[config.mk]
export PLATFORM = sky130hd
export DESIGN_NAME = uart_imem_loader_flat
export DESIGN_NICKNAME = d
export VERILOG_FILES = /design/src/rtl/uart_imem_loader_if.sv /design/src/rtl/uart_imem_loader.sv /design/src/flat_wrapper.sv
export SDC_FILE = /design/constraint.sdc
export NUM_CORES = 1
export LEC_CHECK = 0
export ABC_AREA = 1
export CORE_MARGIN = 2
export CORE_UTILIZATION = 51
export DETAILED_ROUTE_END_ITERATION = 6
export GPL_TIMING_DRIVEN = 0
export HOLD_SLACK_MARGIN = 0.1
export PLACE_DENSITY = 0.73
export SYNTH_ARGS = -nofsm -noshare
export SYNTH_HDL_FRONTEND = slang
export SYNTH_SLANG_ARGS = --single-unit
[constraint.sdc]
create_clock -name clk -period 1.8 [get_ports clk]
set_input_delay 0.18 -clock clk [delete_from_list [all_inputs] [get_ports clk]]
set_output_delay 0.18 -clock clk [all_outputs]
set_load 0.03 [all_outputs]
[src/rtl/uart_imem_loader_if.sv]
// Loader bus: UART receive strobe in, instruction memory write port and
// boot status out. The master modport is the loader side.
interface uart_imem_loader_if #(
    parameter int unsigned DATA_WIDTH = 32,
    parameter int unsigned ADDR_WIDTH = 6
);
    logic [7:0]            rx_data;
    logic                  rx_valid;
    logic                  imem_we;
    logic [ADDR_WIDTH-1:0] imem_addr;
    logic [DATA_WIDTH-1:0] imem_data;
    logic                  cpu_hold;
    logic                  load_done;
    logic                  load_err;

    modport master (
        input  rx_data, rx_valid,
        output imem_we, imem_addr, imem_data, cpu_hold, load_done, load_err
    );

    modport slave (
        output rx_data, rx_valid,
        input  imem_we, imem_addr, imem_data, cpu_hold, load_done, load_err
    );
endinterface

[src/rtl/uart_imem_loader.sv]
// UART boot loader: frame = SYNC_BYTE, word count N, N little-endian words.
// Each completed word is written to instruction memory one cycle after its
// last byte. cpu_hold is released only after a complete, valid image.
// Optional macro UART_IMEM_LOADER_CHECKSUM_EN adds a trailing XOR checksum
// byte that must match before the image is accepted.
module uart_imem_loader #(
    parameter int unsigned DATA_WIDTH = 32,
    parameter int unsigned ADDR_WIDTH = 6,
    parameter logic [7:0]  SYNC_BYTE  = 8'hA5,
    parameter int unsigned TIMEOUT    = 1000000
) (
    input logic clk,
    input logic rst,
    uart_imem_loader_if.master bus
);
    localparam int unsigned BYTES = DATA_WIDTH / 8;
    localparam int unsigned DEPTH = 2 ** ADDR_WIDTH;
    localparam int unsigned BCW   = (BYTES > 1) ? $clog2(BYTES) : 1;
    localparam int unsigned TCW   = (TIMEOUT > 1) ? $clog2(TIMEOUT) : 1;

    typedef enum logic [2:0] {
        S_IDLE,
        S_LEN,
        S_DATA,
`ifdef UART_IMEM_LOADER_CHECKSUM_EN
        S_CHK,
`endif
        S_DONE,
        S_ERR
    } state_t;

    state_t                state, state_nx;
    logic [7:0]            len_q;
    logic [7:0]            word_cnt;
    logic [BCW-1:0]        byte_cnt;
    logic [DATA_WIDTH-1:0] word_buf;
    logic [TCW-1:0]        tmo_cnt;
    logic                  we_q, hold_q, done_q, err_q;
    logic [ADDR_WIDTH-1:0] addr_q;
    logic [DATA_WIDTH-1:0] data_q;
`ifdef UART_IMEM_LOADER_CHECKSUM_EN
    logic [7:0]            xor_q;
    logic                  last_word;
`endif

    logic                  sync_hit, len_bad, len_accept, byte_take;
    logic                  last_byte, tmo_hit;
    logic [DATA_WIDTH-1:0] asm_word;

    assign sync_hit  = bus.rx_valid && (bus.rx_data == SYNC_BYTE);
    assign len_bad   = (bus.rx_data == 8'd0) || ({1'b0, bus.rx_data} > 9'(DEPTH));
    assign last_byte = (byte_cnt == BCW'(BYTES - 1));
    assign tmo_hit   = (tmo_cnt == TCW'(TIMEOUT - 1));
`ifdef UART_IMEM_LOADER_CHECKSUM_EN
    assign last_word = (8'(word_cnt + 8'd1) == len_q);
`endif

    // State register
    always_ff @(posedge clk) begin
        if (rst) state <= S_IDLE;
        else     state <= state_nx;
    end

    // Next-state decode and per-cycle datapath strobes
    always_comb begin
        state_nx   = state;
        len_accept = 1'b0;
        byte_take  = 1'b0;
        asm_word   = word_buf;
        asm_word[byte_cnt*8 +: 8] = bus.rx_data;
        case (state)
            S_IDLE, S_DONE, S_ERR: begin
                if (sync_hit) state_nx = S_LEN;
            end
            S_LEN: begin
                if (bus.rx_valid) begin
                    if (len_bad) begin
                        state_nx = S_ERR;
                    end else begin
                        len_accept = 1'b1;
                        state_nx   = S_DATA;
                    end
                end else if (tmo_hit) begin
                    state_nx = S_ERR;
                end
            end
            S_DATA: begin
`ifdef UART_IMEM_LOADER_CHECKSUM_EN
                if (bus.rx_valid) begin
                    byte_take = 1'b1;
                    // Move to CHK on the last byte so a checksum byte arriving
                    // during the final write pulse is still caught.
                    if (last_byte && last_word) state_nx = S_CHK;
                end else if (tmo_hit) begin
                    state_nx = S_ERR;
                end
`else
                // word_cnt reaches len_q only during the final write pulse.
                if (word_cnt == len_q) begin
                    state_nx = S_DONE;
                end else if (bus.rx_valid) begin
                    byte_take = 1'b1;
                end else if (tmo_hit) begin
                    state_nx = S_ERR;
                end
`endif
            end
`ifdef UART_IMEM_LOADER_CHECKSUM_EN
            S_CHK: begin
                if (bus.rx_valid) begin
                    state_nx = (bus.rx_data == xor_q) ? S_DONE : S_ERR;
                end else if (tmo_hit) begin
                    state_nx = S_ERR;
                end
            end
`endif
            default: state_nx = S_IDLE;
        endcase
    end

    // Byte assembly, write port, status flags and inter-byte timeout
    always_ff @(posedge clk) begin
        if (rst) begin
            len_q    <= '0;
            word_cnt <= '0;
            byte_cnt <= '0;
            word_buf <= '0;
            tmo_cnt  <= '0;
            we_q     <= 1'b0;
            addr_q   <= '0;
            data_q   <= '0;
            hold_q   <= 1'b1;
            done_q   <= 1'b0;
            err_q    <= 1'b0;
`ifdef UART_IMEM_LOADER_CHECKSUM_EN
            xor_q    <= '0;
`endif
        end else begin
            we_q <= 1'b0;
            if (state_nx == S_LEN && state != S_LEN) begin
                hold_q <= 1'b1;
                done_q <= 1'b0;
                err_q  <= 1'b0;
`ifdef UART_IMEM_LOADER_CHECKSUM_EN
                xor_q  <= '0;
`endif
            end
            if (len_accept) begin
                len_q    <= bus.rx_data;
                word_cnt <= '0;
                byte_cnt <= '0;
                addr_q   <= '0;
            end
            if (byte_take) begin
`ifdef UART_IMEM_LOADER_CHECKSUM_EN
                xor_q <= xor_q ^ bus.rx_data;
`endif
                if (last_byte) begin
                    we_q     <= 1'b1;
                    data_q   <= asm_word;
                    addr_q   <= ADDR_WIDTH'(word_cnt);
                    word_cnt <= 8'(word_cnt + 8'd1);
                    byte_cnt <= '0;
                end else begin
                    word_buf <= asm_word;
                    byte_cnt <= BCW'(byte_cnt + 1'b1);
                end
            end
            if (state_nx == S_ERR && state != S_ERR) begin
                err_q  <= 1'b1;
                hold_q <= 1'b1;
                done_q <= 1'b0;
            end
            if (state_nx == S_DONE && state != S_DONE) begin
                hold_q <= 1'b0;
                done_q <= 1'b1;
            end
            if (bus.rx_valid || state_nx != state) begin
                tmo_cnt <= '0;
            end else if (state == S_LEN || state == S_DATA
`ifdef UART_IMEM_LOADER_CHECKSUM_EN
                         || state == S_CHK
`endif
                        ) begin
                tmo_cnt <= TCW'(tmo_cnt + 1'b1);
            end
        end
    end

    assign bus.imem_we   = we_q;
    assign bus.imem_addr = addr_q;
    assign bus.imem_data = data_q;
    assign bus.cpu_hold  = hold_q;
    assign bus.load_done = done_q;
    assign bus.load_err  = err_q;

endmodule
[src/flat_wrapper.sv]
// flat-port wrapper written by rule: the top's interface ports become plain ports
module uart_imem_loader_flat 
#(
    parameter int unsigned DATA_WIDTH = 32,
    parameter int unsigned ADDR_WIDTH = 6,
    parameter logic [7:0]  SYNC_BYTE  = 8'hA5,
    parameter int unsigned TIMEOUT    = 1000000
)
  (clk, rst, bus_rx_data, bus_rx_valid, bus_imem_we, bus_imem_addr, bus_imem_data, bus_cpu_hold, bus_load_done, bus_load_err);
  uart_imem_loader_if #(.DATA_WIDTH(DATA_WIDTH), .ADDR_WIDTH(ADDR_WIDTH)) bus_i ();
  input logic clk;
  input logic rst;
  input wire logic [$bits(bus_i.rx_data)-1:0] bus_rx_data;
  input wire logic [$bits(bus_i.rx_valid)-1:0] bus_rx_valid;
  output wire logic [$bits(bus_i.imem_we)-1:0] bus_imem_we;
  output wire logic [$bits(bus_i.imem_addr)-1:0] bus_imem_addr;
  output wire logic [$bits(bus_i.imem_data)-1:0] bus_imem_data;
  output wire logic [$bits(bus_i.cpu_hold)-1:0] bus_cpu_hold;
  output wire logic [$bits(bus_i.load_done)-1:0] bus_load_done;
  output wire logic [$bits(bus_i.load_err)-1:0] bus_load_err;
  assign bus_i.rx_data = bus_rx_data;
  assign bus_i.rx_valid = bus_rx_valid;
  assign bus_imem_we = bus_i.imem_we;
  assign bus_imem_addr = bus_i.imem_addr;
  assign bus_imem_data = bus_i.imem_data;
  assign bus_cpu_hold = bus_i.cpu_hold;
  assign bus_load_done = bus_i.load_done;
  assign bus_load_err = bus_i.load_err;
  uart_imem_loader #(.DATA_WIDTH(DATA_WIDTH), .ADDR_WIDTH(ADDR_WIDTH), .SYNC_BYTE(SYNC_BYTE), .TIMEOUT(TIMEOUT)) u_core (.clk(clk), .rst(rst), .bus(bus_i));
endmodule
==> metrics.yaml, run 1 <==
logic_synthesis:
  async_flop_share_pct: 0
  ys_seq_area_share_pct: 43.0
  synth-edff-count: 0
  synth_top_family_by_area: "simple AND/OR/NAND/NOR gates"
  synth_mux_area_share_pct: 0.187
  synth_top_area_cell: "dfxtp_1"
  synth_flop_cell: "dfxtp_1"
  netlist_instances: 727
  synth_top_area_share_pct: 43.0
  netlist_area_mm2: 0.00535
  yosysMostFrequentCell: "nand2_1"
  synthAdderAreaFrac_pct: 1.87
  synthTopCellsByArea: "dfxtp_1 43%, nand2_1 9.8%, inv_1 6.4%"
  syn-num-nets: 746
  synth_xor_area_share_pct: 3.76
  synth_compound_area_share_pct: 14.4
  synthDistinctLibCells: 39
  synthSimpleGateAreaFrac_pct: 26.3
  ys_ff_latch: 115
  ys_warn_count: 0
  synth_common_cells: "140 x nand2_1, 115 x dfxtp_1, 91 x inv_1, 66 x nand3_1, 62 x nor2_1"
  syn_avg_cell_area_um2: 7.36
grt:
  grt_max_degree: 17
  first_global_vias: 4854
  grt_overflow_total: 0
  track_usage_pct: 24.9
  antenna_found_initial: 0
  grt_pass1_wl_um: 22600
timing:
  rsz0062_at_grt: "yes"
  period_share_pct: 104
  setup_violations: 1
  slew_headroom_pct: 60.4
  fin_skew_ps: 9.68
  fin_crit_ps: 1870
  worstMarginPinSlew_ps: 594
  finalMaxSlewViolations: 0
  max_freq_mhz: 534
  post-route-worst-setup-slack_ps: -72.6
  hold_violations: 0
power:
  p_leak_uw: 0.00273
  net-switching-power_uw: 1260
  p_seq_share_pct: 44.6
  p_int_uw: 4430
  switching_share_pct: 22.1
  power_uw: 5690
  comb_power_share_pct: 2.8
  vdd_ir_drop_max_mv: 0.472
  power_density_mw_per_mm2: 825
  power.share.clock_pct: 52.6
floorplan:
  core_mm2: 0.0103
  fp.dieH_um: 106
  row_count: 37
  dieArea_mm2: 0.0113
  die_width_um: 106
  pin_count: 53
  start_util_pct: 52.1
worst_setup_path:
  critPathKind: "reg -> reg"
  crit_path_end_kind: "flip-flop"
  reg2reg_depth: 8
  worstPathMaxFanout: 11
  cp-start-kind: "flip-flop"
  arrival_ps: 2300
  critPathRequiredTime_ps: 2230
job:
  maxCapViolCount: 0
route:
  dr.pass1.iters: 6
  viasPerCell: 5.43
  vias: 5167
  wire_per_inst_um: 14.9
  wl_um: 14100
  drc: 0
  ant_nets: 0
  drtIter0Drc: 398
final_layout:
  area_growth_pct: 28.9
  finish.net_count: 823
  final_cell_count_no_fill: 952
  post-route-util_pct: 67.1
  drive_gt1_share_pct: 16.9
  diodes: 0
clock_network:
  path_clk_slew_ps: 60
  clk_latency_ps: 520
  cts_hold_buf: 0
  cts_tree: "built"
  numCtsBuffers: 17
  htree_levels: 4
  clock-sinks: 115
  cts_buffer_depth: 2
  clock-root-buffer: "clkbuf_8"
run_status:
  status: "finished, violations left"
  failed_checks: "negative setup slack"
placement:
  io_buffers: 52
  dp_cells: 915
  place.gp.congestion: 0.887
  post-dp-hpwl_um: 9570
min_path:
  hold_depth: 3
  hp-class: "in -> reg"
registers in the layout (all words and copies together), names as in the netlist:
signal	flops
u_core.bus.imem_data	32
u_core.word_buf	32
u_core.tmo_cnt	20
u_core.len_q	8
u_core.word_cnt	8
u_core.bus.imem_addr	6
u_core.state	3
u_core.byte_cnt	2
u_core.bus.cpu_hold	1
u_core.bus.imem_we	1
u_core.bus.load_done	1
u_core.bus.load_err	1
layout by cell type, fill, tap and decap left out, drive strengths merged:
cell,instances
nand2,146
dfxtp,115
inv,100
nor2,71
nand3,70
a21oi,53
clkdlybuf4s50,51
o21ai,47
o22ai,33
clkbuf,31
buf,30
xor2,15
nand4,10
xnor2,8
ha,8
clkinv,6
nor3,6
a32oi,3
clkinvlp,3
o211ai,2
a211oi,1
or2,1
o31ai,1
o2111ai,1
nor4,1
mux2i,1
bufinv,1
dlymetal6s2s,1
critical path: stages (launching register included):
cell,delay (ps)
dfxtp_4,420
inv_8,70
ha_4,290
inv_1,90
nor3_4,210
inv_2,130
o22ai_2,140
o21ai_0,190
a21oi_1,250
cells by family (layout without fill, tap and decap cells):
| family | after synthesis | after routing |
|---|---|---|
| xor+xnor | 23 | 23 |
| fa+ha+maj | 8 | 8 |
| compound gates | 141 | 141 |
| simple gates | 305 | 305 |
| buf+inv | 134 | 223 |
| mux | 1 | 1 |
| flops | 115 | 115 |
power groups by stage:
stage | registers, µW | logic, µW | clock network [µW]
3_5_place_dp | 2600 | 140 | 0
6_report | 2540 | 158 | 3000
5_1_grt | 2540 | 171 | 3160
2_1_floorplan | 2600 | 74.6 | 0
3_3_place_gp | 2600 | 138 | 0
4_1_cts | 2550 | 141 | 3000
metal layers:
layer / vias up / GRT usage, % / part of all wire (%)
met5: - / 0 / 0
met2: 191 / 40.6 / 47
met3: 45 / 6.93 / 5.9
met4: 0 / 10.7 / 3.3
met1: 2400 / 30.9 / 43
li1: 2531 / - / -
area by class of cell:
| type | count | area [µm²] |
|---|---|---|
| Fill cell | 861 | 3380 |
| Clock buffer | 21 | 439 |
| Inverter | 100 | 385 |
| Sequential cell | 115 | 2330 |
| Tap cell | 136 | 170 |
| Buffer | 30 | 205 |
| Clock inverter | 10 | 86.3 |
| Multi-Input combinational cell | 478 | 2670 |
| Timing Repair Buffer | 62 | 606 |
through the flow:
| step | hold WS, ps | setup slack [ps] | area, µm² | setup TNS [ps] |
|---|---|---|---|---|
| final | 425 | -72.6 | 6900 | -72.6 |
| after global routing | 442 | -152 | 6900 | -535 |
| after CTS | 406 | 3.95 | 6620 | 0 |
| after detailed placement | 446 | -464 | 6050 | -27620 |
| after global placement | 439 | -415 | 6050 | -23930 |
| after floorplan | 328 | 12.7 | 5360 | 0 |
what timing repair did:
action,4_1_cts,5_1_grt
cloned,0,2
resized for setup,15,67
pin swaps,0,6
buffers inserted,0,8
setup endpoints to repair,82,91
final timing paths:
kind / startpoint / end / slack (ps)
worst min-delay path: bus_rx_data[3] / u_core.len_q[3]$_SDFFE_PP0P_ / 420
worst max register to register: u_core.byte_cnt[0]$_SDFFE_PP0P_ / u_core.word_buf[23]$_SDFFE_PP0P_ / -70
worst max-delay path: u_core.byte_cnt[0]$_SDFFE_PP0P_ / u_core.word_buf[23]$_SDFFE_PP0P_ / -70
worst min register to register: u_core.word_buf[9]$_SDFFE_PP0P_ / u_core.word_buf[9]$_SDFFE_PP0P_ / 450
No activity file was read; power rests on OpenSTA's default activity.
==> run 2: changes to the inputs <==
--- a/config.mk
+++ b/config.mk
@@ -12,6 +12,7 @@
 export GPL_TIMING_DRIVEN = 0
 export HOLD_SLACK_MARGIN = 0.1
 export PLACE_DENSITY = 0.73
+export SKIP_CTS_REPAIR_TIMING = 1
 export SYNTH_ARGS = -nofsm -noshare
 export SYNTH_HDL_FRONTEND = slang
 export SYNTH_SLANG_ARGS = --single-unit
==> metrics.yaml, run 2 (synthesis gave the netlist of run 1 again) <==
power:
  p_leak_uw: 0.00271
  vdd_ir_drop_max_mv: 0.465
  power_density_mw_per_mm2: 830
  power_uw: 5690
final_layout:
  diodes: 0
  mostFrequentLayoutCells: "136 x nand2_1, 98 x dfxtp_1, 88 x inv_1, 63 x nand3_1, 58 x nor2_1"
  final_cell_area_mm2: 0.00685
  area_growth_pct: 28.0
  drive_gt1_share_pct: 16.4
  mostFrequentLayoutCell: "nand2_1"
  finish.net_count: 819
run_status:
  status: "finished, final reports clean"
timing:
  fin_skew_ps: 8.65
  post-route-worst-setup-slack_ps: 32.1
  period_share_pct: 98.2
  max_freq_mhz: 566
  finalMaxSlewViolations: 0
  slew_headroom_pct: 59.0
  worstMarginPinSlew_ps: 615
  hold_violations: 0
  rsz0062_at_grt: "yes"
  holdWs_ps: 448
  fin_crit_ps: 1770
  setup_violations: 0
floorplan:
  dieArea_mm2: 0.0113
  die_width_um: 106
  start_util_pct: 52.1
  pin_count: 53
  row_count: 37
  core_mm2: 0.0103
  fp.dieH_um: 106
worst_setup_path:
  critPathKind: "reg -> reg"
  cp-start-kind: "flip-flop"
  critPathRequiredTime_ps: 2250
  arrival_ps: 2220
  worstPathMaxFanout: 11
  reg2reg_depth: 9
  crit_path_end_kind: "flip-flop"
placement:
  post-dp-hpwl_um: 9570
  dp_slack_ps: -464
  io_buffers: 52
  place.gp.congestion: 0.887
  place_area_mm2: 0.00605
route:
  drtIter0Drc: 362
  ant_nets: 0
  wl_um: 14100
  drc: 0
  wire_per_inst_um: 14.9
  vias: 5152
  dr.pass1.iters: 5
  viasPerCell: 5.43
clock_network:
  path_clk_slew_ps: 60
  htree_levels: 4
  cts_buffer_depth: 2
  clock-root-buffer: "clkbuf_8"
  clock-sinks: 115
  clk_latency_ps: 520
  cts_tree: "built"
  numCtsBuffers: 17
grt:
  antenna_found_initial: 0
  grt_pass1_wl_um: 22500
  track_usage_pct: 24.8
  grt_max_degree: 17
  grt_overflow_total: 0
  first_global_vias: 4838
min_path:
  hp-class: "in -> reg"
  hold_depth: 3
job:
  maxCapViolCount: 0
run 2: routing by layer:
| metal | track usage (%) | share of wire (%) |
|---|---|---|
| met1 | 30.6 | 44 |
| met2 | 40.5 | 48 |
| met3 | 7.23 | 5.6 |
| met4 | 10.4 | 3.0 |
| met5 | 0 | 0 |
run 2: layout make-up:
| cell class | count | area (µm²) |
|---|---|---|
| clock buffers | 21 | 439 |
| multi-input cells | 478 | 2660 |
| fillers | 863 | 3430 |
| inverters | 100 | 383 |
| plain buffers | 30 | 203 |
| clock inverters | 10 | 86.3 |
| flip-flops and latches | 115 | 2340 |
| repair buffers | 58 | 576 |
| well taps | 136 | 170 |
run 2: final timing paths:
kind | start | slack, ps | end
max reg2reg | u_core.byte_cnt[0]$_SDFFE_PP0P_ | 30 | u_core.word_buf[15]$_SDFFE_PP0P_
min | bus_rx_data[2] | 450 | u_core.len_q[2]$_SDFFE_PP0P_
max | u_core.byte_cnt[0]$_SDFFE_PP0P_ | 30 | u_core.word_buf[15]$_SDFFE_PP0P_
min reg2reg | u_core.word_buf[9]$_SDFFE_PP0P_ | 450 | u_core.word_buf[9]$_SDFFE_PP0P_
run 2: metrics by stage:
stage / utilization (%) / instances / setup TNS (ps)
3_5_place_dp: 58.9 / 915 / -27620
5_1_grt: 66.7 / 948 / -447
3_3_place_gp: 58.9 / 915 / -23930
6_report: 66.7 / 948 / 0
4_1_cts: 64.0 / 946 / -14700
2_1_floorplan: - / 727 / 0
run 2: power by group:
part           internal [µW]  leakage, µW  switching (µW)
Clock                   1840     0.000253            1150
Combinational           53.7      0.00152             104
Sequential              2540     0.000936           0.146
run 2: worst max-delay path: stages (launching register included):
cell and delay [ps]:
dfxtp_4 430, inv_6 90, ha_2 240, nor2_1 130
inv_1 80, nor2_1 130, inv_1 100, o22ai_1 200
o21ai_0 160, a21oi_1 150
==> run 3: changes to the inputs <==
--- a/config.mk
+++ b/config.mk
@@ -6,12 +6,15 @@
 export NUM_CORES = 1
 export LEC_CHECK = 0
 export ABC_AREA = 1
+export ABC_CLOCK_PERIOD_IN_PS = 1800
+export CELL_PAD_IN_SITES_DETAIL_PLACEMENT = 1
+export CELL_PAD_IN_SITES_GLOBAL_PLACEMENT = 1
 export CORE_MARGIN = 2
-export CORE_UTILIZATION = 51
+export CORE_UTILIZATION = 38
 export DETAILED_ROUTE_END_ITERATION = 6
 export GPL_TIMING_DRIVEN = 0
 export HOLD_SLACK_MARGIN = 0.1
-export PLACE_DENSITY = 0.73
+export PLACE_DENSITY = 0.74
 export SKIP_CTS_REPAIR_TIMING = 1
 export SYNTH_ARGS = -nofsm -noshare
 export SYNTH_HDL_FRONTEND = slang
==> metrics.yaml, run 3 (synthesis gave the netlist of run 1 again) <==
final_layout:
  mostFrequentLayoutCells: "135 x nand2_1, 98 x dfxtp_1, 85 x inv_1, 62 x nand3_1, 54 x nor2_1"
  area_growth_pct: 33.1
  final_cell_count_no_fill: 1008
  drive_gt1_share_pct: 19.2
  mostFrequentLayoutCell: "nand2_1"
  finish.net_count: 834
  diodes: 0
  post-route-util_pct: 51.5
floorplan:
  die_width_um: 123
  row_count: 43
  dieArea_mm2: 0.0151
  fp.dieH_um: 123
  start_util_pct: 38.7
  pin_count: 53
  core_mm2: 0.0138
min_path:
  hp-class: "in -> reg"
worst_setup_path:
  cp-start-kind: "flip-flop"
  arrival_ps: 2090
  crit_path_end_kind: "flip-flop"
  slowest_stage: "dfxtp_2"
  worstPathCellList: "nand2_1 > inv_1 > nand2_1 > nor2_1 > nand3_2 > nand2_1 > nand3_1 > nand2_2 > nand3_1 > nand4_1 > buf_6 > buf_4 > nor2_1"
  path_delay_family: "simple AND/OR/NAND/NOR gates"
  path_buf_inv: 3
  worstPathMaxFanout: 5
  max_stage_delay_ps: 350
  critPathRequiredTime_ps: 2110
  critPathKind: "reg -> reg"
  crit_path_frequent_cell: "nand2_1"
power:
  p_leak_uw: 0.00288
  power_density_mw_per_mm2: 838
  vdd_ir_drop_max_mv: 0.658
clock_network:
  cts_tree: "built"
  cts_buffer_depth: 2
  clock-root-buffer: "clkbuf_16"
  path_clk_slew_ps: 50
  numCtsBuffers: 17
  clk_latency_ps: 420
  htree_levels: 4
  clock-sinks: 115
route:
  drtIter0Drc: 240
  ant_nets: 0
  vias: 5248
  viasPerCell: 5.21
  wl_um: 17400
  dr.pass1.iters: 4
  drc: 0
  wire_per_inst_um: 17.3
timing:
  holdWs_ps: 195
  fin_crit_ps: 1790
  fin_skew_ps: 7.13
  worstMarginPinSlew_ps: 608
  period_share_pct: 99.4
  rsz0062_at_grt: "yes"
  hold_violations: 0
  slew_headroom_pct: 59.5
  setup_violations: 0
  max_freq_mhz: 559
  finalMaxSlewViolations: 0
  post-route-worst-setup-slack_ps: 11.5
  setup-tns-final_ps: 0
grt:
  antenna_found_initial: 0
  grt_pass1_wl_um: 26700
  track_usage_pct: 23.1
  grt_overflow_total: 0
  grt_max_degree: 17
  first_global_vias: 5354
placement:
  place.gp.congestion: 0.856
  dp_slack_ps: -560
  post-dp-hpwl_um: 11700
  io_buffers: 52
  dp_cells: 959
run_status:
  status: "finished, final reports clean"
job:
  maxCapViolCount: 0
==> run 3: final cells by class <==
type | instances | area (µm²)
Fill cell | 1726 | 6700
Timing Repair Buffer | 73 | 694
Tap cell | 180 | 225
Buffer | 30 | 240
Inverter | 100 | 383
Clock inverter | 11 | 111
Multi-Input combinational cell | 478 | 2690
Clock buffer | 21 | 450
Sequential cell | 115 | 2330
==> run 3: path summary, 6_finish.rpt <==
kind | start | end | slack, ps | depth (start not counted)
min reg2reg | u_core.word_buf[15]$_SDFFE_PP0P_ | u_core.word_buf[15]$_SDFFE_PP0P_ | 460 | 2
max | u_core.tmo_cnt[5]$_SDFFE_PP0P_ | u_core.tmo_cnt[5]$_SDFFE_PP0P_ | 10 | 13
min | bus_rx_data[2] | u_core.len_q[2]$_SDFFE_PP0P_ | 200 | 3
max reg2reg | u_core.tmo_cnt[5]$_SDFFE_PP0P_ | u_core.tmo_cnt[5]$_SDFFE_PP0P_ | 10 | 13
==> run 3: per-stage QoR <==
stage / instance area [µm²] / total power [µW]
4_1_cts: 6670 / 6000
6_report: 7120 / 5970
3_3_place_gp: 6110 / 2750
5_1_grt: 7120 / 6120
3_5_place_dp: 6110 / 2750
2_1_floorplan: 5360 / 2680
==> run 3: worst reg2reg max path: stages (launching register included) <==
cell	delay, ps
dfxtp_2	350
nand2_1	90
inv_1	100
nand2_1	70
nor2_1	130
nand3_2	140
nand2_1	100
nand3_1	100
nand2_2	100
nand3_1	80
nand4_1	120
buf_6	130
buf_4	130
nor2_1	40
==> run 3: power breakdown <==
group | internal (µW) | total (µW) | switching (µW) | leakage, µW
clock network | 2050 | 3260 | 1210 | 0.000280
registers | 2540 | 2540 | 0.152 | 0.000936
logic | 52.7 | 167 | 115 | 0.00167
==> run 3: metal layers <==
layer  track usage, %  wire length (µm)  vias up
li1                 -                 -     2554
met1             28.7              7780     2576
met2             38.3              8740       91
met3             5.53               565       27
met4             9.27               352        0
met5                0                 0        -
